`config.mk`:
```
export PLATFORM = sky130hd
export DESIGN_NAME = messbauer_sweep_controller
export DESIGN_NICKNAME = d
export VERILOG_FILES = /design/src/rtl/messbauer_sweep_controller_pkg.sv /design/src/rtl/messbauer_sweep_controller_period_counter.sv /design/src/rtl/messbauer_sweep_controller.sv
export SDC_FILE = /design/constraint.sdc
export NUM_CORES = 1
export LEC_CHECK = 0
export CORE_MARGIN = 2
export CORE_UTILIZATION = 55
export CTS_CLUSTER_SIZE = 8
export DETAILED_ROUTE_END_ITERATION = 10
export MAX_ROUTING_LAYER = met4
export PLACE_DENSITY = 0.81
export RECOVER_POWER = 25
export SYNTH_ARGS = -nofsm -noshare
export SYNTH_HDL_FRONTEND = slang
export SYNTH_SLANG_ARGS = --single-unit
```
`constraint.sdc`:
```
create_clock -name clk -period 3.2 [get_ports clk]
set_input_delay 0.48 -clock clk [delete_from_list [all_inputs] [get_ports clk]]
set_output_delay 0.48 -clock clk [all_outputs]
set_load 0.01 [all_outputs]
```
`src/rtl/messbauer_sweep_controller_pkg.sv`:
```
// Shared types and sizing helpers for the Mossbauer velocity-sweep controller.
package messbauer_sweep_controller_pkg;

    typedef enum logic [2:0] {
        ST_IDLE    = 3'd0,
        ST_ARM     = 3'd1,
        ST_DIRECT  = 3'd2,
        ST_RETRACE = 3'd3,
        ST_DONE    = 3'd4
    } sweep_state_t;

    // Width of the shared period counter: must hold the longest of the ARM,
    // channel and retrace intervals.
    function automatic int unsigned ctr_width(input int unsigned arm_len,
                                              input int unsigned period_len,
                                              input int unsigned retrace_len);
        int unsigned m;
        m = arm_len;
        if (period_len > m) m = period_len;
        if (retrace_len > m) m = retrace_len;
        return (m <= 1) ? 1 : $clog2(m);
    endfunction

endpackage

```
`src/rtl/messbauer_sweep_controller_period_counter.sv`:
```
// Modulo counter with run-time terminal count; wraps to 0 after reaching tc.
module messbauer_period_counter #(
    parameter int unsigned WIDTH = 4
) (
    input  logic             clk,
    input  logic             areset,
    input  logic             en,
    input  logic             clr,
    input  logic [WIDTH-1:0] tc,
    output logic [WIDTH-1:0] count,
    output logic             wrap
);

    assign wrap = en && !clr && (count == tc);

    always_ff @(posedge clk or posedge areset) begin
        if (areset) begin
            count <= '0;
        end else if (clr) begin
            count <= '0;
        end else if (en) begin
            count <= wrap ? '0 : count + 1'b1;
        end
    end

endmodule

```
`src/rtl/messbauer_sweep_controller.sv`:
```
// Sequences Mossbauer velocity sweeps: ARM hold, direct slope with per-channel
// strobes, retrace, and sweep counting with optional stop-after-N.
module messbauer_sweep_controller
    import messbauer_sweep_controller_pkg::*;
#(
    parameter int unsigned CHANNEL_NUMBER   = 512,
    parameter int unsigned CHANNEL_PERIOD   = 16,
    parameter int unsigned RETRACE_CHANNELS = 32,
    parameter int unsigned ARM_CYCLES       = 2,
    parameter int unsigned CH_WIDTH         = 9,
    parameter int unsigned SWEEP_WIDTH      = 16
) (
    input  logic                   clk,
    input  logic                   areset,
    input  logic                   start,
    input  logic                   stop,
    input  logic [SWEEP_WIDTH-1:0] cfg_sweeps,
    output logic                   gen_hold,
    output logic                   sweep_start,
    output logic                   channel_strobe,
    output logic [CH_WIDTH-1:0]    channel_index,
    output logic                   retrace,
    output logic                   busy,
    output logic [SWEEP_WIDTH-1:0] sweep_count,
    output logic                   done
);

    localparam int unsigned CW = ctr_width(ARM_CYCLES, CHANNEL_PERIOD,
                                           RETRACE_CHANNELS * CHANNEL_PERIOD);
    localparam logic [CW-1:0] TC_ARM   = CW'(ARM_CYCLES - 1);
    localparam logic [CW-1:0] TC_DIR   = CW'(CHANNEL_PERIOD - 1);
    localparam logic [CW-1:0] TC_RET   = CW'(RETRACE_CHANNELS * CHANNEL_PERIOD - 1);
    localparam logic [CW-1:0] PRE_WRAP = CW'(CHANNEL_PERIOD - 2);
    localparam logic [CH_WIDTH-1:0] LAST_CH = CH_WIDTH'(CHANNEL_NUMBER - 1);

    sweep_state_t           state, state_n;
    logic [SWEEP_WIDTH-1:0] target, target_n, count_n, count_inc;
    logic [CH_WIDTH-1:0]    idx_n;
    logic [CW-1:0]          cnt, tc;
    logic                   cnt_en, cnt_clr, cnt_wrap;
    logic                   hold_n, sstart_n, strobe_n, retrace_n, busy_n, done_n;

    assign count_inc = sweep_count + 1'b1;
    assign cnt_en    = (state == ST_ARM) || (state == ST_DIRECT) || (state == ST_RETRACE);
    assign cnt_clr   = (state == ST_IDLE) || stop;

    always_comb begin
        tc = TC_DIR;
        case (state)
            ST_ARM:     tc = TC_ARM;
            ST_RETRACE: tc = TC_RET;
            default:    tc = TC_DIR;
        endcase
    end

    messbauer_period_counter #(
        .WIDTH (CW)
    ) u_period (
        .clk    (clk),
        .areset (areset),
        .en     (cnt_en),
        .clr    (cnt_clr),
        .tc     (tc),
        .count  (cnt),
        .wrap   (cnt_wrap)
    );

    always_comb begin
        state_n  = state;
        target_n = target;
        count_n  = sweep_count;
        idx_n    = channel_index;
        case (state)
            ST_IDLE: begin
                if (start && !stop) begin
                    state_n  = ST_ARM;
                    target_n = cfg_sweeps;
                    count_n  = '0;
                    idx_n    = '0;
                end
            end
            ST_ARM: begin
                if (stop) state_n = ST_IDLE;
                else if (cnt_wrap) state_n = ST_DIRECT;
            end
            ST_DIRECT: begin
                if (stop) begin
                    state_n = ST_IDLE;
                    idx_n   = '0;
                end else if (cnt_wrap) begin
                    if (channel_index == LAST_CH) begin
                        state_n = ST_RETRACE;
                        idx_n   = '0;
                    end else begin
                        idx_n = channel_index + 1'b1;
                    end
                end
            end
            ST_RETRACE: begin
                if (stop) begin
                    state_n = ST_IDLE;
                end else if (cnt_wrap) begin
                    count_n = count_inc;
                    if ((target != '0) && (count_inc == target)) state_n = ST_DONE;
                    else state_n = ST_DIRECT;
                end
            end
            default: state_n = ST_IDLE;
        endcase

        // Outputs are registered, so they are decoded from the next state; the
        // strobe looks one count ahead so it lands on the channel's last cycle.
        hold_n    = (state_n == ST_IDLE) || (state_n == ST_ARM) || (state_n == ST_DONE);
        sstart_n  = (state_n == ST_DIRECT) && (state != ST_DIRECT);
        strobe_n  = (state == ST_DIRECT) && !stop && (cnt == PRE_WRAP);
        retrace_n = (state_n == ST_RETRACE);
        busy_n    = (state_n != ST_IDLE);
        done_n    = (state_n == ST_DONE);
    end

    always_ff @(posedge clk or posedge areset) begin
        if (areset) begin
            state          <= ST_IDLE;
            target         <= '0;
            sweep_count    <= '0;
            channel_index  <= '0;
            gen_hold       <= 1'b1;
            sweep_start    <= 1'b0;
            channel_strobe <= 1'b0;
            retrace        <= 1'b0;
            busy           <= 1'b0;
            done           <= 1'b0;
        end else begin
            state          <= state_n;
            target         <= target_n;
            sweep_count    <= count_n;
            channel_index  <= idx_n;
            gen_hold       <= hold_n;
            sweep_start    <= sstart_n;
            channel_strobe <= strobe_n;
            retrace        <= retrace_n;
            busy           <= busy_n;
            done           <= done_n;
        end
    end

endmodule
```
==> impl_metrics.yaml, run 1 <==
placement:
  port_buffers: 50
  gp_congestion: 0.915
  dp_hpwl_um: 5950
timing:
  period_needed_ns: 2.67
  skew_ns: 0.00762
  layout_worst_path_cycle_share_pct: 83.3
  setup_viol: 0
  hold_viol_final: 0
  setup_tns_ns: 0
  max_freq_ghz: 0.375
  rsz0062_at_grt: "no"
  whs_ns: 0.533
  maxSlewViolCount: 0
  slew_headroom_pct: 33.0
  worstMarginPinSlew_ns: 1.00
global_route:
  top_usage_layer: "met2"
  grt_pass1_vias: 3055
  gr-usage-met2_pct: 42.1
  grt_max_degree: 29
  grt_usage_pct: 25.6
  overflow: 0
  grtUsageMet3_pct: 4.57
  antenna_found_initial: 0
  met1_usage_pct: 30.9
  grt_first_pass_wirelength_um: 14100
floorplan:
  chipWidth_um: 83.2
  fp.dieArea_um2: 6930
  num_io_pins: 51
  rows: 28
  initial_core_util_pct: 57.6
  core_um2: 5990
  dieHeight_um: 83.2
layout:
  synthToLayoutAreaGrowth_pct: 21.8
  layout-drive-gt1-share_pct: 6.80
  fin_nets: 477
  nFillCells: 472
  layout_commonest_cell: "nand2_1"
  layout_common_cells: "84 x nand2_1, 58 x dfrtp_1, 49 x clkdlybuf4s50_1"
  antennaDiodeCount: 0
yosys:
  netlist_area_um2: 3450
  synthDistinctLibCells: 53
  async_reset_ff_share_pct: 100
  synth_fp_nets: 424
  ys_seq_elements: 59
  synth_ff_type: "dfrtp_1"
  synth_edf_count: 0
  avgSynthCellArea_um2: 8.65
  syn_inst: 399
  ys_seq_area_share_pct: 42.8
  yosysWarnings: 0
worst_hold_path:
  hold_depth: 2
  hold_path_class: "register to register"
  min_from: "target[5]"
  min_to: "target[5]"
outcome:
  status: "completed"
worst_setup_path:
  r2r_setup_slack_ns: 0.53
  crit_chain: "ha_1, nand3_2, o21ai_0, or4b_2, a211oi_2, a41oi_1, o21a_1"
  cp_max_fo: 8
  cp-end-kind: "register"
  reg2reg_to: "state[1]"
  reg2regPathDepth: 7
  cp-start-kind: "register"
  crit_path_top_delay_cell: "or4b_2"
  crit_required_ns: 3.43
  rr_startpoint: "sweep_count[0]"
  worst-setup-path-type: "register to register"
  worst_ep_arrival_time_ns: 2.90
  cp_slowest_stage_delay_ns: 0.64
detailed_routing:
  vias: 3186
  dr.pass1.iters: 4
  drc: 0
  initialDrtViolationCount: 135
  routed_wirelength_um: 8350
  vias_per_cell: 6.00
  wl_per_cell_um: 15.7
  antenna_left: 0
clock_tree:
  cts_resized: 0
  cts_tree: "done"
  h-tree-depth: 3
  post-cts-setup-buffers: 0
  hold_buffers: 0
  clock_latency_ns: 0.34
  path_clk_slew_ns: 0.07
  cts_inserted_buffers: 9
  cts_buffer_depth: 2
  cts-root-buf: "clkbuf_8"
  cts.sinks: 59
power_and_ir_drop:
  p_per_area_nw_per_um2: 416
  p_leak_uw: 0.00183
  ir_worst_vdd_v: 0.000269
job:
  max_cap_viol_count: 0
## per-stage QoR
stage | cells | cell area (um2) | total power, uW | utilization [%] | worst slack (ns)
5_1_grt | 531 | 4210 | 1820 | 70.2 | 0.392
6_report | 531 | 4210 | 1750 | 70.2 | 0.535
3_5_place_dp | 516 | 4020 | 1070 | 67.1 | 0.351
3_3_place_gp | 516 | 4020 | 1060 | 67.1 | 0.447
2_1_floorplan | 399 | 3450 | 988 | - | 0.891
4_1_cts | 531 | 4210 | 1760 | 70.3 | 0.564
## synthesized netlist by cell type (all sizes together) (4+ instances only)
cell    count  area [um2]
nor2       22        82.6
a21oi      12        60.1
inv        11        41.3
nand2      84         315
nand2b      7        43.8
o31ai       4        30.0
nand3      26         135
mux2i       7        70.1
xnor2      10        87.6
nor3       14        81.3
nand4       7        43.8
buf        10        63.8
and3       10        62.6
xor2       13         114
clkbuf      6        23.8
dfrtp      58        1450
nand3b      4        42.5
ha          5        62.6
or3         7        48.8
o21ai      35         175
nor4        8        50.1
## cell type report
| type | count | area (um2) | area share [%] |
|---|---|---|---|
| sequential | 59 | 1480 | 35.1 |
| clock inverter | 2 | 35.0 | 0.833 |
| multi-input combinational | 313 | 1850 | 43.9 |
| inverter | 11 | 41.3 | 0.982 |
| tap | 75 | 93.8 | 2.23 |
| clock buffer | 13 | 159 | 3.78 |
| timing repair buffer | 58 | 553 | 13.1 |
## routing by layer
metal	part of all wire, %	routed length, um	vias up
li1	-	-	1522
met1	43	3620	1536
met2	49	4080	106
met3	5.1	422	22
met4	2.8	230	0
met5	0	0	-
## worst max-delay path: cells and delay by family (launching register included)
family / cells / cell delay, ns
compound gates: 4 / 0.90
simple gates: 2 / 0.85
flops: 1 / 0.50
fa+ha+maj: 1 / 0.32
## state kept, by name, summed over array words and instances, names as in the netlist
| name | flops |
|---|---|
| retrace | 1 |
| channel_strobe | 1 |
| target | 16 |
| state | 3 |
| gen_hold | 1 |
| u_period.count | 9 |
| busy | 1 |
| sweep_start | 1 |
| channel_index | 9 |
| sweep_count | 16 |
| done | 1 |
## where the power goes
group          internal (uW)  switching (uW)
clock network            398             296
logic                   99.0             120
registers                786            52.5
total                   1280             468
## cell families (layout without fill, tap and decap cells)
| group | Yosys count | after routing | synth area share, % |
|---|---|---|---|
| compound gates | 73 | 73 | 13.8 |
| xor+xnor | 23 | 23 | 5.83 |
| fa+ha+maj | 5 | 5 | 1.81 |
| buf+inv | 27 | 84 | 3.73 |
| flops | 59 | 59 | 42.8 |
| mux | 9 | 9 | 2.68 |
| simple gates | 203 | 203 | 29.3 |
## how the worst max path moves through the flow
stage | start | endpoint
final | sweep_count[0] | state[1]
after global routing | sweep_count[0] | state[1]
after CTS | sweep_count[0] | state[1]
after detailed placement | stop | channel_index[7]
after global placement | stop | channel_index[7]
after floorplan | sweep_count[0] | state[1]
Power figures use the tool's default switching activity.
==> run 2: changes to the inputs <==
- clock period: 3.2 -> 2.7 ns (I/O delays scaled with it)
==> run 2 against run 1 <==
Die area is the same; via count is 0.28% higher; clock skew grew 0.0068 ns; highest routed layer unchanged; count of clock-buffer cells in the layout down 2; clock power up 27%; worst setup slack got worse by 0.35 ns; critical path depth down 1; cell area rose by 1.9%.
==> impl_metrics.yaml, run 2 (synthesis results as in run 1) <==
timing:
  maxSlewViolCount: 0
  setup_tns_ns: 0
  final.setup.worst_slack_ns: 0.186
  period_needed_ns: 2.51
  worstMarginPinSlew_ns: 0.918
  hold_viol_final: 0
  skew_ns: 0.0145
  rsz0062_at_grt: "no"
  whs_ns: 0.531
  max_freq_ghz: 0.398
  slew_headroom_pct: 38.7
  layout_worst_path_cycle_share_pct: 93.1
  setup_viol: 0
power_and_ir_drop:
  p_leak_uw: 0.00188
  ir_worst_vdd_v: 0.000398
  p_per_area_nw_per_um2: 498
clock_tree:
  cts-root-buf: "clkbuf_8"
  clock_latency_ns: 0.34
  h-tree-depth: 3
  hold_buffers: 0
  post-cts-setup-buffers: 0
  cts_buffer_depth: 2
  path_clk_slew_ns: 0.07
  cts_tree: "done"
  cts_resized: 0
  cts.sinks: 59
  cts_inserted_buffers: 9
detailed_routing:
  dr.pass1.iters: 5
  vias: 3195
  initialDrtViolationCount: 222
  drc: 0
  antenna_left: 0
  routed_wirelength_um: 8420
  vias_per_cell: 5.92
  wl_per_cell_um: 15.6
layout:
  synthToLayoutAreaGrowth_pct: 24.1
  layout_commonest_cell: "nand2_1"
  layout-drive-gt1-share_pct: 9.03
  utilization_pct: 71.6
  top_regs: "sweep_count x16, target x16"
  antennaDiodeCount: 0
  final_cells: 540
  fin_nets: 485
  layout_common_cells: "84 x nand2_1, 58 x dfrtp_1, 49 x clkdlybuf4s50_1"
  nFillCells: 459
placement:
  dp_hpwl_um: 5980
  gp_congestion: 0.953
  place_ws_ns: 0.156
  port_buffers: 50
  dp.cells: 524
outcome:
  status: "completed"
worst_setup_path:
  worst_ep_arrival_time_ns: 2.79
  cp-start-kind: "register"
  endpoint: "channel_index[7]"
  rr_startpoint: "state[1]"
  crit_required_ns: 2.97
  cp_max_fo: 11
  worstSetupStartpoint: "state[1]"
  reg2regPathDepth: 6
  reg2reg_to: "channel_index[7]"
  cp-end-kind: "register"
  r2r_setup_slack_ns: 0.19
  worst-setup-path-type: "register to register"
floorplan:
  dieHeight_um: 83.2
  chipWidth_um: 83.2
  rows: 28
  fp.dieArea_um2: 6930
  initial_core_util_pct: 57.6
  core_um2: 5990
  num_io_pins: 51
global_route:
  top_usage_layer: "met2"
  gr-usage-met2_pct: 40.9
  grt_usage_pct: 25.9
  overflow: 0
  grt_pass1_vias: 3067
  grt_first_pass_wirelength_um: 14300
  antenna_found_initial: 0
  grt_max_degree: 36
  grtUsageMet3_pct: 5.57
  met1_usage_pct: 32.5
job:
  max_cap_viol_count: 0
worst_hold_path:
  hold_path_class: "register to register"
  hold_depth: 2
-- run 2: worst min path at each step --
stage	end	slack, ns	startpoint
final	target[6]	0.53	target[6]
after floorplan	target[0]	0.49	target[0]
after global routing	target[12]	0.56	target[12]
after detailed placement	target[6]	0.52	target[6]
after global placement	channel_index[1]	0.51	channel_index[1]
after CTS	sweep_count[5]	0.43	areset
-- run 2: cell type report --
type / instances / area [um2] / share of cell area [%]
multi-input combinational: 313 / 1850 / 43.1
clock buffer: 11 / 131 / 3.06
timing repair buffer: 66 / 618 / 14.4
inverter: 11 / 41.3 / 0.963
tap: 75 / 93.8 / 2.19
sequential: 59 / 1480 / 34.5
clock inverter: 5 / 77.6 / 1.81
-- run 2: layer usage --
metal | share of wire, % | wire length (um)
met5 | 0 | 0
met2 | 49 | 4100
met1 | 44 | 3700
met4 | 2.6 | 221
met3 | 4.8 | 401
-- run 2: stage by stage --
| step | total power (uW) | instance area, um2 |
|---|---|---|
| floorplan | 1170 | 3450 |
| global placement | 1260 | 4090 |
| detailed placement | 1270 | 4090 |
| CTS | 2140 | 4300 |
| global route | 2230 | 4290 |
| finish | 2130 | 4290 |
-- run 2: where the power goes --
group	switching (uW)	total, uW	internal, uW
combinational	145	265	121
clock	361	879	517
sequential	58.8	990	931
total	565	2130	1570
-- run 2: critical path, cell delays in order, from the launching register on --
cell	delay (ns)
dfrtp_1	0.57
nand3b_4	0.11
or3_4	0.42
a211oi_2	0.44
o31ai_1	0.25
or4_1	0.55
nand3_1	0.11
==> RTL change 1 (config.mk and constraints of run 1) <==
Add an input register stage for `start`, `stop` and `cfg_sweeps`; this delays them by one clock.
--- a/src/rtl/messbauer_sweep_controller.sv
+++ b/src/rtl/messbauer_sweep_controller.sv
@@ -33,6 +33,16 @@
     localparam logic [CW-1:0] PRE_WRAP = CW'(CHANNEL_PERIOD - 2);
     localparam logic [CH_WIDTH-1:0] LAST_CH = CH_WIDTH'(CHANNEL_NUMBER - 1);
 
+    logic start_q;
+    logic stop_q;
+    logic [SWEEP_WIDTH-1:0] cfg_sweeps_q;
+
+    always_ff @(posedge clk) begin
+        start_q      <= start;
+        stop_q       <= stop;
+        cfg_sweeps_q <= cfg_sweeps;
+    end
+
     sweep_state_t           state, state_n;
     logic [SWEEP_WIDTH-1:0] target, target_n, count_n, count_inc;
     logic [CH_WIDTH-1:0]    idx_n;
@@ -42,7 +52,7 @@
 
     assign count_inc = sweep_count + 1'b1;
     assign cnt_en    = (state == ST_ARM) || (state == ST_DIRECT) || (state == ST_RETRACE);
-    assign cnt_clr   = (state == ST_IDLE) || stop;
+    assign cnt_clr   = (state == ST_IDLE) || stop_q;
 
     always_comb begin
         tc = TC_DIR;
@@ -72,19 +82,19 @@
         idx_n    = channel_index;
         case (state)
             ST_IDLE: begin
-                if (start && !stop) begin
+                if (start_q && !stop_q) begin
                     state_n  = ST_ARM;
-                    target_n = cfg_sweeps;
+                    target_n = cfg_sweeps_q;
                     count_n  = '0;
                     idx_n    = '0;
                 end
             end
             ST_ARM: begin
-                if (stop) state_n = ST_IDLE;
+                if (stop_q) state_n = ST_IDLE;
                 else if (cnt_wrap) state_n = ST_DIRECT;
             end
             ST_DIRECT: begin
-                if (stop) begin
+                if (stop_q) begin
                     state_n = ST_IDLE;
                     idx_n   = '0;
                 end else if (cnt_wrap) begin
@@ -97,7 +107,7 @@
                 end
             end
             ST_RETRACE: begin
-                if (stop) begin
+                if (stop_q) begin
                     state_n = ST_IDLE;
                 end else if (cnt_wrap) begin
                     count_n = count_inc;
@@ -112,7 +122,7 @@
         // strobe looks one count ahead so it lands on the channel's last cycle.
         hold_n    = (state_n == ST_IDLE) || (state_n == ST_ARM) || (state_n == ST_DONE);
         sstart_n  = (state_n == ST_DIRECT) && (state != ST_DIRECT);
-        strobe_n  = (state == ST_DIRECT) && !stop && (cnt == PRE_WRAP);
+        strobe_n  = (state == ST_DIRECT) && !stop_q && (cnt == PRE_WRAP);
         retrace_n = (state_n == ST_RETRACE);
         busy_n    = (state_n != ST_IDLE);
         done_n    = (state_n == ST_DONE);
Function: changed (Yosys sat finds a counterexample within 4 cycles, from zero or initial values and one cycle with areset high).
==> RTL change 1 against run 1 <==
Routed wire length down 2.9%; clock power up 10%; synthesized area up 9.7%; total power up 16%; clock skew up 0.0033 ns; sequential cell count up 18; final area up 7.7%; combinational power down 12%; worst setup slack better by 0.015 ns; final cell count down 2.3%; critical path type unchanged.
==> RTL change 1: results (changes against run 1) <==
clk_lat worst skew: 0.35 ns
asr flop ratio synth: 0.766 (-0.234)
Reg-to-Reg End: channel_index[3]
Critical Path Fanout Max: 6 (-2)
Filler Cell Count: 533 (+13%)
status: completed
First DRT Iteration DRCs: 318 (+140%)
hold depth: 1 (-1)
number of unique standard cell types used by synthesis: 51 (-3.8%)
WHS Endpoint: target[11]
Slew Limit Headroom: 0.144 (-0.186)
largest net degree at the start of global routing: 35 (+21%)
vias in the first global route: 2827 (-7.5%)
Post-CTS Setup Bufs: 0 (unchanged)
worst path arrival time: 2.93 ns (+0.03 ns)
total track usage: 0.234 (-0.0216)
PortBufs: 50 (unchanged)
crit path max-delay cell type: nor3_1
XOR/XNOR Fraction of Synth Area: 0.0545 (-0.00382)
commonest cells in the synthesized netlist: dfrtp_1 (58), nor2_1 (30), o21ai_0 (30)
Routed WL per cell: 15.6 µm (-0.63%)
Root Buffer: clkbuf_8
Area growth, synth to finish: 19.7%
clk slew on worst S/H paths: 0.09 ns (+0.02 ns)
met2 Usage GRT: 0.337 (-0.0842)
sequential area share after synthesis: 0.485 (+0.0574)
worst r2r src: channel_index[0]
Clock Skews: 0.0109 ns (+0.00332 ns)
first-pass GRT wire length: 13600 µm (-3.4%)
Worst R2R Path Depth: 9 (+2)
met1 GRT Util: 0.335 (+0.0265)
multiplexer area fraction after synthesis: 0.0525 (+0.0257)
pre-CTS setup slack: 0.618 ns (+0.268 ns)
first drt pass iteration count: 5 (+1)
M3 GR Usage: 0.0588 (+0.0130)
R2R setup slack: 0.55 ns
Hold Crit Start: cfg_sweeps_q[11]
layout cell share with drive strength beyond 1: 0.100 (+0.0322)
Area contributors post-synth: dfrtp_1 (38%), dfxtp_1 (9.5%), mux2_2 (4.5%)
syn nets: 415 (-2.1%)
LEAKAGE: 0.00181 µW (-0.61%)
nets@finish: 459 (-3.8%)
dpl cell area: 0.00433 mm² (+7.7%)
Vias/cell: 5.98 (-0.29%)
hpwl dp: 5770 µm (-3.1%)
CTS Buf Count: 9 (unchanged)
Adder-Cell Fraction of Synth Area: 0.0165 (-0.00160)
RD Place Congestion: 0.924 (+1.0%)
CP max stage delay: 0.46 ns (-0.18 ns)
HP Class: register to register
Compound-Gate Fraction of Synth Area: 0.136 (-0.00194)
diode count: 0 (unchanged)
Top Registers: cfg_sweeps_q: 16 flops, sweep_count: 16 flops, target: 16 flops
clock buffer depth: 2 (unchanged)
worst vdd ir: 0.313 mV (+17%)
[RTL change 1: worst max-delay path: cells and delay by family (launching register included)]
family          cells  cell delay, ns
fa+ha+maj           2            0.46
simple gates        5            1.29
flops               1            0.44
compound gates      2            0.39
[RTL change 1: logic make-up (layout without fill, tap and decap cells)]
kind of cell / after synthesis / in the layout
and+or+nand+nor: 155 / 155
buffers and inverters: 33 / 82
muxes: 18 / 18
DFF: 77 / 77
AOI/OAI and AO/OA: 80 / 80
xor gates and xnor gates: 22 / 22
adders and majority gates: 5 / 5
[RTL change 1: routing by layer]
| layer | share of wire | vias up | wire length [µm] |
|---|---|---|---|
| met4 | 0.0089 | 0 | 72 |
| met1 | 0.48 | 1470 | 3870 |
| li1 | - | 1500 | - |
| met2 | 0.45 | 125 | 3640 |
| met5 | 0 | - | 0 |
| met3 | 0.065 | 10 | 524 |
[RTL change 1: cell type report]
class                      count  area share
clock buffer                   9      0.0273
clock inverter                 7      0.0179
inverter                      12     0.00994
multi-input combinational    280       0.400
sequential                    77       0.406
tap                           80      0.0221
timing repair buffer          54       0.117
[RTL change 1: per-stage QoR]
step	instances	hold WS [ns]
detailed placement	503	0.448
finish	519	0.465
CTS	519	0.465
global route	519	0.474
global placement	503	0.423
floorplan	390	0.410
[RTL change 1: worst max-delay path by stage]
stage	slack [ns]	from	end
4_1_cts	0.60	channel_index[0]	channel_index[3]
6_report	0.55	channel_index[0]	channel_index[3]
2_1_floorplan	0.91	channel_index[0]	channel_index[3]
3_5_place_dp	0.62	channel_index[0]	channel_index[3]
5_1_grt	0.40	channel_index[0]	channel_index[3]
3_3_place_gp	0.81	channel_index[0]	channel_index[3]
[RTL change 1: power by group]
group / switching, µW / total (µW) / internal, µW
registers: 58.3 / 1080 / 1020
clock network: 393 / 764 / 371
logic: 88.0 / 193 / 105
==> RTL change 2 (config.mk and constraints of run 1) <==
Made on the original files. `SWEEP_WIDTH`: 16 -> 20.
--- a/src/rtl/messbauer_sweep_controller.sv
+++ b/src/rtl/messbauer_sweep_controller.sv
@@ -8,7 +8,7 @@
     parameter int unsigned RETRACE_CHANNELS = 32,
     parameter int unsigned ARM_CYCLES       = 2,
     parameter int unsigned CH_WIDTH         = 9,
-    parameter int unsigned SWEEP_WIDTH      = 16
+    parameter int unsigned SWEEP_WIDTH      = 20
 ) (
     input  logic                   clk,
     input  logic                   areset,
Ports: changed (resized cfg_sweeps and sweep_count); port bits go from 51 to 59. The function was not compared with the original's and may differ.
==> RTL change 2 against run 1 <==
The run now ends with max-capacitance violations, max-slew violations left; synthesized cell count is 1.3% higher; die area is 11% higher; worst setup slack worse by 0.21 ns; final area is 10% higher; sequential cell count is 8 higher; count of clock-buffer cells in the layout is 3 higher; synthesized area is 11% higher; routed wire length is 8.5% higher; fmax is 7.4% lower; total power is 6.0% higher; first-iteration DRC count is 150% higher; worst hold slack worse by 0.0050 ns; largest power group unchanged.
==> RTL change 2: results (changes against run 1) <==
status: finished, violations left
CLK BUF: 16 (+3)
Slew Viols, Final: 68 (+68)
Worst Tran Pin Value: 1.66 ns (+0.656 ns)
CP max stage delay: 0.66 ns (+0.02 ns)
first drt pass iteration count: 5 (+1)
Via Count: 3290 (+3.3%)
vias in the first global route: 3048 (-0.23%)
hold_ws: 0.528 ns (-0.00502 ns)
Buffers excl. clock: 62 (+6.9%)
Critical Path Fanout Max: 18 (+10)
WHS Endpoint: u_period.count[8]
Pint: 1360 µW (+6.4%)
fraction of area in registers: 0.361 (+0.0102)
sequential area share after synthesis: 0.437 (+0.00891)
number of non-clock inverters: 6 (-5)
fin crit share: 0.899 (+0.0667)
layout cell share with drive strength beyond 1: 0.102 (+0.0342)
number of max-cap violations: 1 (+1)
pre-CTS setup slack: 0.375 ns (+0.0243 ns)
Reg-to-Reg End: channel_index[7]
failing checks: max-capacitance violations, max-slew violations
total track usage: 0.256 (+0.000343)
worst path arrival time: 3.13 ns (+0.23 ns)
largest net degree at the start of global routing: 68 (+130%)
worst r2r src: state[0]
hpwl dp: 6260 µm (+5.1%)
R2R setup slack: 0.32 ns (-0.21 ns)
LEAKAGE: 0.00187 µW (+2.3%)
Multi-In Gates: 309 (-1.3%)
crit path max-delay cell type: dfrtp_1
Vias/cell: 5.92 (-1.4%)
Filler Cell Count: 534 (+13%)
Clock Sinks: 67 (+14%)
syn nets: 433 (+2.1%)
Post-Syn Instances: 404 (+1.3%)
XOR/XNOR Fraction of Synth Area: 0.0730 (+0.0146)
First DRT Iteration DRCs: 331 (+150%)
-- RTL change 2: changes by cell type in the layout (fill, tap and decap cells not counted), moves of 6 or more --
cell,delta
o21ai_0,-22
mux2_2,+18
o21ai_1,+38
dfrtp_1,+8
o31ai_1,+7
mux2i_1,-6
clkdlybuf4s50_1,+8
xnor2_1,+11
and2_1,+6
inv_1,-6
nand2_1,-45
-- RTL change 2: stage by stage --
step                power (µW)  cell area, µm²
detailed placement        1230            4480
CTS                       1860            4650
global placement          1220            4480
floorplan                 1150            3840
finish                    1860            4640
global route              1940            4640
-- RTL change 2: per-layer routing --
layer / track usage / routed length, µm
met1: 0.361 / 4080
met2: 0.381 / 4290
met5: - / 0
met4: 0.0965 / 178
met3: 0.0320 / 507
-- RTL change 2: power groups by stage --
stage / combinational, µW / clock [µW] / sequential (µW)
final: 249 / 636 / 970
after CTS: 251 / 641 / 968
after floorplan: 187 / 0 / 959
after global routing: 275 / 683 / 977
after global placement: 241 / 0 / 981
after detailed placement: 249 / 0 / 984
